[src/rtl/psc_pkg.sv]
// Shared definitions for the psc_stream_array block: byte width, transfer
// mode encodings, the control FSM state type and an index-width helper.
package psc_pkg;

    localparam int BYTE_W = 8;

    typedef enum logic [1:0] {
        MODE_IDLE = 2'b00,
        MODE_P2S  = 2'b01,
        MODE_S2P  = 2'b10,
        MODE_RSVD = 2'b11
    } psc_mode_e;

    typedef enum logic [1:0] {
        ST_IDLE = 2'b00,
        ST_RUN  = 2'b01,
        ST_DONE = 2'b10
    } psc_state_e;

    // Width of an index that addresses n items; never narrower than one bit.
    function automatic int idx_width(input int n);
        return (n > 1) ? $clog2(n) : 1;
    endfunction

endpackage

[src/rtl/psc_lane.sv]
// One lane of the stream array: a WORDS_PER_LANE x MAX_WORD_LENGTH register
// that is parallel-loaded and read out byte by byte (P2S), or filled byte by
// byte and committed to a parallel output register (S2P). All sequencing
// comes from the top-level FSM through word_idx/byte_idx and the strobes.
module psc_lane
    import psc_pkg::*;
#(
    parameter int MAX_WORD_LENGTH = 16,
    parameter int WORDS_PER_LANE  = 4,
    parameter int WIDX_W          = idx_width(WORDS_PER_LANE),
    parameter int BIDX_W          = idx_width(MAX_WORD_LENGTH / BYTE_W)
) (
    input  logic                                      clk,
    input  logic                                      reset,
    input  logic                                      load,
    input  logic                                      clear,
    input  logic                                      capture,
    input  logic                                      commit,
    input  logic                                      ser_en,
    input  logic [WIDX_W-1:0]                         word_idx,
    input  logic [BIDX_W-1:0]                         byte_idx,
    input  logic [WORDS_PER_LANE*MAX_WORD_LENGTH-1:0] par_in,
    input  logic [BYTE_W-1:0]                         ser_in,
    output logic [BYTE_W-1:0]                         ser_out,
    output logic [WORDS_PER_LANE*MAX_WORD_LENGTH-1:0] par_out
);

    localparam int BPW    = MAX_WORD_LENGTH / BYTE_W;
    localparam int LANE_W = WORDS_PER_LANE * MAX_WORD_LENGTH;

    logic [LANE_W-1:0] lane_q;
    logic [LANE_W-1:0] lane_d;
    logic [LANE_W-1:0] par_q;

    // Next lane contents: parallel load, clear before a capture run, or one byte written in place.
    always_comb begin
        // NOTE: lane_d gets a default before any branch so no path leaves it unassigned (no latch).
        lane_d = lane_q;
        if (load) begin
            lane_d = par_in;
        end else if (clear) begin
            lane_d = '0;
        end else if (capture) begin
            for (int w = 0; w < WORDS_PER_LANE; w++) begin
                for (int b = 0; b < BPW; b++) begin
                    if (word_idx == WIDX_W'(w) && byte_idx == BIDX_W'(b)) begin
                        lane_d[w*MAX_WORD_LENGTH + b*BYTE_W +: BYTE_W] = ser_in;
                    end
                end
            end
        end
    end

    // Byte offered on the serial output; forced to zero whenever it is not valid.
    always_comb begin
        ser_out = '0;
        if (ser_en) begin
            for (int w = 0; w < WORDS_PER_LANE; w++) begin
                for (int b = 0; b < BPW; b++) begin
                    if (word_idx == WIDX_W'(w) && byte_idx == BIDX_W'(b)) begin
                        ser_out = lane_q[w*MAX_WORD_LENGTH + b*BYTE_W +: BYTE_W];
                    end
                end
            end
        end
    end

    // Lane register and committed parallel output.
    always_ff @(posedge clk or negedge reset) begin
        if (!reset) begin
            // NOTE: the lane store is a flop vector, not RAM, so it can and must be cleared on reset; an aborted transfer leaves no data behind.
            lane_q <= '0;
            par_q  <= '0;
        end else begin
            // NOTE: non-blocking assignments so every flop samples the pre-edge values.
            lane_q <= lane_d;
            if (commit) begin
                par_q <= lane_d;
            end
        end
    end

    assign par_out = par_q;

endmodule

[src/rtl/psc_stream_array.sv]
// Lockstep parallel<->serial stream array. One IDLE/RUN/DONE FSM sequences
// ARRAY_DIM*TILE_DIM psc_lane instances, one byte per lane per beat.
// Optional feature: define PSC_STREAM_ARRAY_STATS_EN to add xfer_count, a
// saturating count of completed transfers.
module psc_stream_array
    import psc_pkg::*;
#(
    parameter int MAX_WORD_LENGTH = 16,
    parameter int ARRAY_DIM       = 2,
    parameter int TILE_DIM        = 2,
    parameter int WORDS_PER_LANE  = 4
) (
    input  logic                                                        clk,
    input  logic                                                        reset,
    input  logic [1:0]                                                  mode,
    input  logic [3:0]                                                  word_len,
    input  logic                                                        start,
    output logic                                                        busy,
    output logic                                                        finish,
    input  logic [BYTE_W*ARRAY_DIM*TILE_DIM-1:0]                        serial_data_in,
    input  logic                                                        s_in_valid,
    output logic                                                        s_in_ready,
    output logic [BYTE_W*ARRAY_DIM*TILE_DIM-1:0]                        serial_data_out,
    output logic                                                        s_out_valid,
    input  logic                                                        s_out_ready,
    input  logic [WORDS_PER_LANE*MAX_WORD_LENGTH*ARRAY_DIM*TILE_DIM-1:0] parallel_data_in,
    output logic [WORDS_PER_LANE*MAX_WORD_LENGTH*ARRAY_DIM*TILE_DIM-1:0] parallel_data_out
`ifdef PSC_STREAM_ARRAY_STATS_EN
    ,
    output logic [15:0]                                                 xfer_count
`endif
);

    localparam int L      = ARRAY_DIM * TILE_DIM;
    localparam int BPW    = MAX_WORD_LENGTH / BYTE_W;
    localparam int LANE_W = WORDS_PER_LANE * MAX_WORD_LENGTH;
    localparam int WIDX_W = idx_width(WORDS_PER_LANE);
    localparam int BIDX_W = idx_width(BPW);
    localparam int BEAT_W = idx_width(WORDS_PER_LANE * BPW);
    localparam logic [3:0] BPW4 = 4'(BPW);

    psc_state_e        state_q;
    psc_mode_e         mode_q;
    logic [BEAT_W-1:0] beat_q;
    logic [BEAT_W-1:0] beat_last_q;
    logic [WIDX_W-1:0] word_q;
    logic [BIDX_W-1:0] byte_q;
    logic [BIDX_W-1:0] byte_last_q;

    logic [3:0] wle_d;
    logic       accept;
    logic       load;
    logic       clear;
    logic       capture;
    logic       beat_fire;
    logic       beat_is_last;
    logic       commit;

    // Effective word length: 0 or oversize requests clamp to the full word.
    assign wle_d = (word_len == 4'd0 || word_len > BPW4) ? BPW4 : word_len;

    assign accept       = (state_q == ST_IDLE) && start && (mode == MODE_P2S || mode == MODE_S2P);
    assign load         = accept && (mode == MODE_P2S);
    assign clear        = accept && (mode == MODE_S2P);
    assign capture      = (state_q == ST_RUN) && (mode_q == MODE_S2P) && s_in_valid;
    assign beat_fire    = (s_out_valid && s_out_ready) || capture;
    assign beat_is_last = (beat_q == beat_last_q);
    assign commit       = capture && beat_is_last;

    // Control FSM with registered handshake and status outputs.
    always_ff @(posedge clk or negedge reset) begin
        if (!reset) begin
            state_q     <= ST_IDLE;
            mode_q      <= MODE_IDLE;
            beat_q      <= '0;
            beat_last_q <= '0;
            word_q      <= '0;
            byte_q      <= '0;
            byte_last_q <= '0;
            busy        <= 1'b0;
            finish      <= 1'b0;
            s_out_valid <= 1'b0;
            s_in_ready  <= 1'b0;
        end else begin
            case (state_q)
                ST_IDLE: begin
                    finish <= 1'b0;
                    if (accept) begin
                        state_q     <= ST_RUN;
                        mode_q      <= psc_mode_e'(mode);
                        beat_q      <= '0;
                        word_q      <= '0;
                        byte_q      <= '0;
                        byte_last_q <= BIDX_W'(wle_d - 4'd1);
                        beat_last_q <= BEAT_W'(WORDS_PER_LANE * int'(wle_d) - 1);
                        busy        <= 1'b1;
                        s_out_valid <= (mode == MODE_P2S);
                        s_in_ready  <= (mode == MODE_S2P);
                    end
                end
                ST_RUN: begin
                    if (beat_fire) begin
                        if (beat_is_last) begin
                            state_q     <= ST_DONE;
                            finish      <= 1'b1;
                            s_out_valid <= 1'b0;
                            s_in_ready  <= 1'b0;
                            beat_q      <= '0;
                            word_q      <= '0;
                            byte_q      <= '0;
                        end else begin
                            beat_q <= beat_q + BEAT_W'(1);
                            if (byte_q == byte_last_q) begin
                                byte_q <= '0;
                                word_q <= word_q + WIDX_W'(1);
                            end else begin
                                byte_q <= byte_q + BIDX_W'(1);
                            end
                        end
                    end
                end
                ST_DONE: begin
                    state_q <= ST_IDLE;
                    finish  <= 1'b0;
                    busy    <= 1'b0;
                end
                default: begin
                    state_q <= ST_IDLE;
                    busy    <= 1'b0;
                    finish  <= 1'b0;
                end
            endcase
        end
    end

    for (genvar i = 0; i < L; i++) begin : g_lane
        psc_lane #(
            .MAX_WORD_LENGTH (MAX_WORD_LENGTH),
            .WORDS_PER_LANE  (WORDS_PER_LANE),
            .WIDX_W          (WIDX_W),
            .BIDX_W          (BIDX_W)
        ) u_lane (
            .clk      (clk),
            .reset    (reset),
            .load     (load),
            .clear    (clear),
            .capture  (capture),
            .commit   (commit),
            .ser_en   (s_out_valid),
            .word_idx (word_q),
            .byte_idx (byte_q),
            .par_in   (parallel_data_in[i*LANE_W +: LANE_W]),
            .ser_in   (serial_data_in[i*BYTE_W +: BYTE_W]),
            .ser_out  (serial_data_out[i*BYTE_W +: BYTE_W]),
            .par_out  (parallel_data_out[i*LANE_W +: LANE_W])
        );
    end

`ifdef PSC_STREAM_ARRAY_STATS_EN
    // Saturating count of completed transfers.
    always_ff @(posedge clk or negedge reset) begin
        if (!reset) begin
            xfer_count <= '0;
        end else if (finish && xfer_count != 16'hFFFF) begin
            xfer_count <= xfer_count + 16'd1;
        end
    end
`else
    // Statistics disabled: no transfer counter is built.
`endif

endmodule

[config.mk]
export PLATFORM = sky130hd
export DESIGN_NAME = psc_stream_array
export DESIGN_NICKNAME = d
export VERILOG_FILES = /design/src/rtl/psc_pkg.sv /design/src/rtl/psc_lane.sv /design/src/rtl/psc_stream_array.sv
export SDC_FILE = /design/constraint.sdc
export NUM_CORES = 1
export LEC_CHECK = 0
export ABC_AREA = 0
export BUFFER_PORTS_ARGS = -buffer_cell sky130_fd_sc_hd__buf_4
export CORE_MARGIN = 2
export CORE_UTILIZATION = 45
export CTS_BUF_LIST = sky130_fd_sc_hd__clkbuf_16
export CTS_CLUSTER_SIZE = 30
export DETAILED_ROUTE_END_ITERATION = 8
export PLACE_DENSITY_LB_ADDON = 0.2
export SYNTH_ARGS = -nofsm -noshare
export SYNTH_HDL_FRONTEND = slang
export SYNTH_SLANG_ARGS = --single-unit
[constraint.sdc]
create_clock -name clk -period 5.7 [get_ports clk]
set_input_delay 0.57 -clock clk [delete_from_list [all_inputs] [get_ports clk]]
set_output_delay 0.57 -clock clk [all_outputs]
set_load 0.05 [all_outputs]
==> reports/metrics.yaml, run 1 <==
finalWirelength_um: 101000
synthesis.area_mm2: 0.0246
cts_tree: "yes"
clockPowerShare_pct: 18.7
synthCells: 2589
postCtsSetupRepairBufs: 0
worstSetupPathType: "flop to output pin"
p_int_uw: 10200
rsz0062_at_grt: "false"
grt_first_pass_wirelength_um: 147000
timing.critical_path.mode_cell: "buf_4"
die_w_um: 238
cts_hold_buf: 0
drt.antenna.violating_nets: 0
avgSynthCellArea_um2: 9.51
gp_congestion: 0.979
worstPathRequired_ns: 5.13
rows: 85
p_leak_uw: 0.0146
vias_per_cell: 6.10
synth_commonest_cells: "dfrtp_1 (528), nand2_1 (418), nor2_1 (262)"
critPathMaxStageDelay_ns: 1.15
track_usage_pct: 34.8
slowest_stage: "nor2b_2"
ys_warn_count: 0
synth_xor_area_share_pct: 0.0356
drt_iter0_markers: 2899
yosys.area_share.adder_pct: 0.407
yosysTopAreaCellShare_pct: 53.7
crit_fanout: 20
pwr-share-seq_pct: 34.2
synthArstFlopShare_pct: 100
ys_ff_latch: 528
grt_pass1_vias: 22800
synth_edf_count: 0
pin_count: 591
fin_crit_sh_pct: 77.6
cts_resized: 0
ys_top_cells_by_area: "dfrtp_1 (54%), nand2_1 (6.4%), mux2i_1 (5.7%)"
place.port_buffers: 590
critPathCaptureType: "output pin"
drc: 0
worstSkewPairLatency_ns: 0.62
comb_power_share_pct: 47.1
initial_utilization_pct: 45.6
hold_violations: 16
violations: "hold timing"
syn_nets: 2896
dp_hpwl_um: 69900
yosys.area.top_type: "dfrtp_1"
hold_ws_ns: -0.0367
yosysUniqueCellTypes: 49
die_h_um: 238
vias: 23200
antenna_found_initial: 13
swShare_pct: 47.0
finalNonFillerCells: 3803
layout-drive-gt1-share_pct: 25.3
cts_buffers: 55
fmax_ghz: 0.226
status: "complete, but fails checks"
gr-total-overflow: 0
powerDensity_mw_per_mm2: 616
ir_drop_mv: 0.385
crit_arrival_ns: 3.85
crit_chain: "inv_1 > ha_1 > nor2b_2 > buf_4 > a221oi_1 > a211o_1 > a21oi_1 > buf_4"
cts_sinks: 528
coreArea_mm2: 0.0539
fillers: 4720
p_switching_uw: 9030
drtPass1Iterations: 6
synthMuxAreaShare_pct: 8.80
tns_ns: 0
relSlewSlack_pct: 4.04
clk_pin_slew_ns: 0.06
ys_seq_area_share_pct: 53.7
period_needed_ns: 4.42
slew_violations: 0
root_buffer: "clkbuf_16"
grt_max_degree: 241
skew_ns: 0.0236
cp-start-kind: "flop"
fin_nets: 3357
synth_compound_area_share_pct: 16.9
power_uw: 19200
areaGrowthSynthToFinish_pct: 26.7
die_area_mm2: 0.0566
tightest_slew_ns: 1.43
ys.flop_type: "dfrtp_1"
synth_top_family_by_area: "compound AO/OA/AOI/OAI gates"
hold_class: "primary input to async pin"
clk_path_buf_depth: 3
route.detailed.wl_per_inst_um: 26.5
placed_cells: 3689
h-tree-depth: 2
setup_viol: 0
yosysMostFrequentCell: "dfrtp_1"
cap_viol_max_count: 0
yosys.area_share.simple_pct: 16.2
[flip-flops by register name, summed over array words and instances (netlist names)]
name / cells
g_lane.u_lane.lane_q: 256
g_lane.u_lane.par_out: 256
beat_q: 3
beat_last_q: 2
mode_q: 2
state_q: 2
word_q: 2
busy: 1
byte_q: 1
finish: 1
s_in_ready: 1
s_out_valid: 1
[path summary, 6_finish.rpt]
check / cells after the start / startpoint / endpoint / slack (ns)
max in group asynchronous: 2 / reset / g_lane[1].u_lane.par_out[51]$_DFFE_PN0P_ / 4.29
worst max-delay path: 8 / word_q[0]$_DFFE_PN0P_ / serial_data_out[26] / 1.28
worst min register to register: 1 / beat_last_q[1]$_DFFE_PN0P_ / beat_last_q[1]$_DFFE_PN0P_ / 0.50
worst min-delay path: 1 / reset / g_lane[3].u_lane.par_out[38]$_DFFE_PN0P_ / -0.04
worst max register to register: 6 / byte_q$_DFFE_PN0P_ / g_lane[1].u_lane.lane_q[55]$_DFF_PN0_ / 2.01
min in group clk: 3 / parallel_data_in[219] / g_lane[3].u_lane.lane_q[27]$_DFF_PN0_ / 0.15
[through the flow]
stage / instance area, µm² / util (%) / setup slack [ns]
final: 31200 / 57.8 / 1.28
after global routing: 31200 / 57.8 / 1.23
after CTS: 31100 / 57.8 / 1.34
after detailed placement: 29400 / 54.5 / 2.02
after global placement: 29400 / 54.5 / 2.06
after floorplan: 24600 / - / 2.33
[power groups by stage]
stage / registers (µW) / logic (µW) / clock network (µW)
after detailed placement: 6560 / 8940 / 0
after global routing: 6710 / 9520 / 3780
after floorplan: 9080 / 3000 / 0
after global placement: 6550 / 8810 / 0
after CTS: 6540 / 8970 / 3620
final: 6580 / 9040 / 3600
[area by class of cell]
cell class	count	area, µm²	area share, %
multi-input combinational	1827	10500	33.6
timing repair buffer	625	4790	15.4
inverter	13	48.8	0.157
tap	696	871	2.79
sequential	528	13200	42.4
antenna	12	30.0	0.0963
clock inverter	47	370	1.19
clock buffer	55	1380	4.42
[worst max-delay path: cells and delay by family (launching register included)]
family,cells,cell delay [ns]
AND/OR/NAND/NOR,1,1.15
flip-flops,1,0.43
adder cells (fa/ha/maj),1,0.25
buffers and inverters,3,0.72
AO/OA/AOI/OAI,3,0.67
[layout by cell type (no fill, tap or decap), types with 5 or more instances in the layout]
cell,n
buf_4,617
dfrtp_1,527
nand2_1,418
nor2_1,262
a21oi_1,215
nand3_1,201
o21ai_0,176
mux2i_1,141
mux2_2,67
a41oi_1,64
clkbuf_16,55
a21boi_0,37
and3_1,32
a22oi_1,32
a21o_1,32
a31oi_1,32
inv_1,24
a221oi_1,22
a211o_1,16
clkinv_1,14
diode_2,12
clkinv_2,12
nor2b_1,8
o21a_1,7
buf_12,7
o221ai_1,6
bufinv_16,6
o21bai_1,5
ha_1,5
[layer usage]
layer	global-route usage [%]	share of wire, %
met1	49.7	41
met4	14.0	4.3
met5	0	0.014
met3	9.82	11
met2	50.0	43
[logic make-up after synthesis]
logic type,after synthesis
AND/OR/NAND/NOR,945
AO/OA/AOI/OAI,665
flip-flops,528
buffers and inverters,234
multiplexers,208
adder cells (fa/ha/maj),8
XOR/XNOR,1
(Power assumes the default switching activity.)
==> run 2: changes to the inputs <==
- ABC_AREA: 0 -> 1
- clock period: 5.7 -> 4.37 ns (I/O delays scaled with it)
==> reports/metrics.yaml, run 2 <==
fmax_ghz: 0.243
vias_per_cell: 5.56  # was 6.10
pwr-share-seq_pct: 32.8  # was 34.2%
clk_path_buf_depth: 3  # unchanged
syn_nets: 3755  # was 2896
ys_seq_area_share_pct: 51.0  # was 53.7%
synthArstFlopShare_pct: 100  # unchanged
worstReg2RegEnd: "g_lane[1].u_lane.par_out[39]$_DFFE_PN0P_"  # was g_lane[1].u_lane.lane_q[55]$_DFF_PN0_
p_switching_uw: 12300  # was 9030 µW
drt_iter0_markers: 2832  # was 2899
yosys.area.top_type: "dfrtp_1"  # unchanged
rr_worst_depth: 11  # was 6
h-tree-depth: 2  # unchanged
relSlewSlack_pct: 0.551  # was 4.04%
ir_drop_mv: 0.467  # was 0.385 mV
crit_path_start: "word_q[0]$_DFFE_PN0P_"  # unchanged
synth_xor_area_share_pct: 0.0676  # was 0.0356%
fillers: 5470  # was 4720
ys_ff_latch: 528  # unchanged
pin_count: 591  # unchanged
synthMuxAreaShare_pct: 0  # was 8.80%
die_h_um: 244  # was 238 µm
p_int_uw: 13300  # was 10200 µW
worstSkewPairLatency_ns: 0.63  # was 0.62 ns
drtPass1Iterations: 6  # unchanged
crit_arrival_ns: 3.68  # was 3.85 ns
layout_commonest_cell: "nand2_1"  # was buf_4
layout-drive-gt1-share_pct: 19.4  # was 25.3%
hold_class: "primary input to flop"  # was primary input to async pin
worstSetupPathType: "flop to output pin"  # unchanged
yosysUniqueCellTypes: 27  # was 49
clk_pin_slew_ns: 0.07  # was 0.06 ns
fin_nets: 4209  # was 3357
comb_power_share_pct: 47.5  # was 47.1%
swShare_pct: 48.0  # was 47.0%
powerDensity_mw_per_mm2: 785  # was 616 mW/mm²
worstPathRequired_ns: 3.93  # was 5.13 ns
rows: 87  # was 85
avgSynthCellArea_um2: 7.52  # was 9.51 µm²
synthesis.area_mm2: 0.0259  # was 0.0246 mm²
place.port_buffers: 590  # unchanged
power_uw: 25600  # was 19200 µW
synth_commonest_cells: "nand2_1 (1572), dfrtp_1 (528), nand3_1 (402)"  # was dfrtp_1 (528), nand2_1 (418), nor2_1 (262)
setup_viol: 0  # unchanged
synth_edf_count: 0  # unchanged
gr-total-overflow: 0  # unchanged
gp_congestion: 0.928  # was 0.979
coreArea_mm2: 0.0567  # was 0.0539 mm²
r2r-start: "word_q[0]$_DFFE_PN0P_"  # was byte_q$_DFFE_PN0P_
r2r_setup_slack_ns: 1.22  # was 2.01 ns
synth_compound_area_share_pct: 10.2  # was 16.9%
dp_hpwl_um: 74600  # was 69900 µm
grt_first_pass_wirelength_um: 160000  # was 147000 µm
grt_pass1_vias: 25100  # was 22800
die_area_mm2: 0.0595  # was 0.0566 mm²
yosys.area_share.adder_pct: 0.386  # was 0.407%
hold_violations: 0  # was 16
period_needed_ns: 4.12
p_leak_uw: 0.0180  # was 0.0146 µW
root_buffer: "clkbuf_16"  # unchanged
synthCells: 3448  # was 2589
cts_buffers: 58  # was 55
ys.flop_type: "dfrtp_1"  # unchanged
fin_crit_sh_pct: 94.3
ys_top_cells_by_area: "dfrtp_1 (51%), nand2_1 (23%), nand3_1 (7.8%)"  # was dfrtp_1 (54%), nand2_1 (6.4%), mux2i_1 (5.7%)
die_w_um: 244  # was 238 µm
track_usage_pct: 35.6  # was 34.8%
rsz0062_at_grt: "false"  # unchanged
cap_viol_max_count: 0  # unchanged
drt.antenna.violating_nets: 0  # unchanged
ys_warn_count: 0  # unchanged
final_cell_mix: "nand2_1 (1571), buf_4 (622), dfrtp_1 (527)"  # was buf_4 (617), dfrtp_1 (527), nand2_1 (418)
yosys.area_share.simple_pct: 31.2  # was 16.2%
critPathCaptureType: "output pin"  # unchanged
yosysMostFrequentCell: "nand2_1"  # was dfrtp_1
clockPowerShare_pct: 19.7  # was 18.7%
route.detailed.wl_per_inst_um: 22.9  # was 26.5 µm
areaGrowthSynthToFinish_pct: 25.7  # was 26.7%
status: "complete, no violations"  # was complete, but fails checks
initial_utilization_pct: 45.7  # was 45.6%
crit_end: "serial_data_out[2]"  # was serial_data_out[26]
slew_violations: 0  # unchanged
cts_sinks: 528  # unchanged
crit_fanout: 41  # was 20
tightest_slew_ns: 1.49  # was 1.43 ns
grt_max_degree: 193  # was 241
antenna_found_initial: 7  # was 13
synth_top_family_by_area: "simple AND/OR/NAND/NOR gates"  # was compound AO/OA/AOI/OAI gates
finalWirelength_um: 108000  # was 101000 µm
yosysTopAreaCellShare_pct: 51.0  # was 53.7%
cp-start-kind: "flop"  # unchanged
vias: 26200  # was 23200
skew_ns: 0.0318  # was 0.0236 ns
drc: 0  # unchanged
cts_tree: "yes"  # unchanged
tns_ns: 0  # unchanged
run 2: stage by stage:
| stage | utilization, % | hold WS (ns) | std cells | instance area [µm²] | worst slack (ns) |
|---|---|---|---|---|---|
| 4_1_cts | 57.4 | 0.00453 | 4705 | 32600 | 0.332 |
| 3_3_place_gp | 54.0 | 0.464 | 4595 | 30600 | 1.07 |
| 2_1_floorplan | - | 0.141 | 3448 | 25900 | 1.67 |
| 5_1_grt | 57.4 | 0.0311 | 4706 | 32600 | 0.0921 |
| 3_5_place_dp | 54.0 | 0.466 | 4595 | 30600 | 1.01 |
| 6_report | 57.5 | 0.0306 | 4713 | 32600 | 0.250 |
run 2: worst min path at each step:
| stage | slack (ns) | endpoint | from | cells past startpoint |
|---|---|---|---|---|
| floorplan | 0.14 | beat_last_q[1]$_DFFE_PN0P_ | reset | 0 |
| global placement | 0.46 | g_lane[2].u_lane.par_out[51]$_DFFE_PN0P_ | g_lane[2].u_lane.par_out[51]$_DFFE_PN0P_ | 2 |
| detailed placement | 0.47 | g_lane[3].u_lane.par_out[21]$_DFFE_PN0P_ | g_lane[3].u_lane.par_out[21]$_DFFE_PN0P_ | 2 |
| CTS | 0.005 | g_lane[3].u_lane.lane_q[5]$_DFF_PN0_ | parallel_data_in[197] | 3 |
| global route | 0.03 | g_lane[2].u_lane.lane_q[42]$_DFF_PN0_ | parallel_data_in[170] | 3 |
| finish | 0.03 | g_lane[2].u_lane.lane_q[41]$_DFF_PN0_ | parallel_data_in[169] | 3 |
run 2: what timing repair did:
action	CTS	global route
hold endpoints to repair	105	0
hold buffers	3	0
gates resized for setup	0	0
buffers inserted	0	0
run 2: cells by family after synthesis:
group,Yosys count
flops,528
fa+ha+maj,8
compound gates,491
buf+inv,409
xor+xnor,2
simple gates,2010
run 2: critical path: stages (launching register included):
cell and delay, ns:
dfrtp_1 0.42, inv_1 0.12, ha_1 0.36, nand2_2 0.24, inv_2 0.70, nand2_1 0.12, nand3_1 0.12, nand3_1 0.09
nand2_1 0.13, nand2_1 0.10, a21oi_1 0.35, buf_4 0.27
run 2: layout make-up:
class	count	area [µm²]	share of cell area, %
flip-flops and latches	528	13200	40.5
diodes	8	20.0	0.0614
multi-input cells	2511	10900	33.4
inverters	164	638	1.96
clock buffers	59	1480	4.53
clock inverters	48	434	1.33
well taps	756	946	2.90
repair buffers	639	4970	15.3
run 2: per-layer routing:
| layer | up-vias | track usage, % | part of all wire [%] |
|---|---|---|---|
| met5 | - | 0 | 0.013 |
| met4 | 2 | 17.8 | 5.2 |
| met3 | 266 | 6.64 | 8.8 |
| met2 | 1376 | 56.1 | 46 |
| met1 | 12600 | 47.1 | 40 |
| li1 | 12000 | - | - |
run 2: power groups by stage:
| stage | sequential, µW | combinational, µW | clock (µW) |
|---|---|---|---|
| after floorplan | 11000 | 5110 | 0 |
| after global placement | 8420 | 11900 | 0 |
| after detailed placement | 8400 | 12000 | 0 |
| after CTS | 8360 | 12100 | 5080 |
| after global routing | 8580 | 13000 | 5290 |
| final | 8400 | 12100 | 5040 |
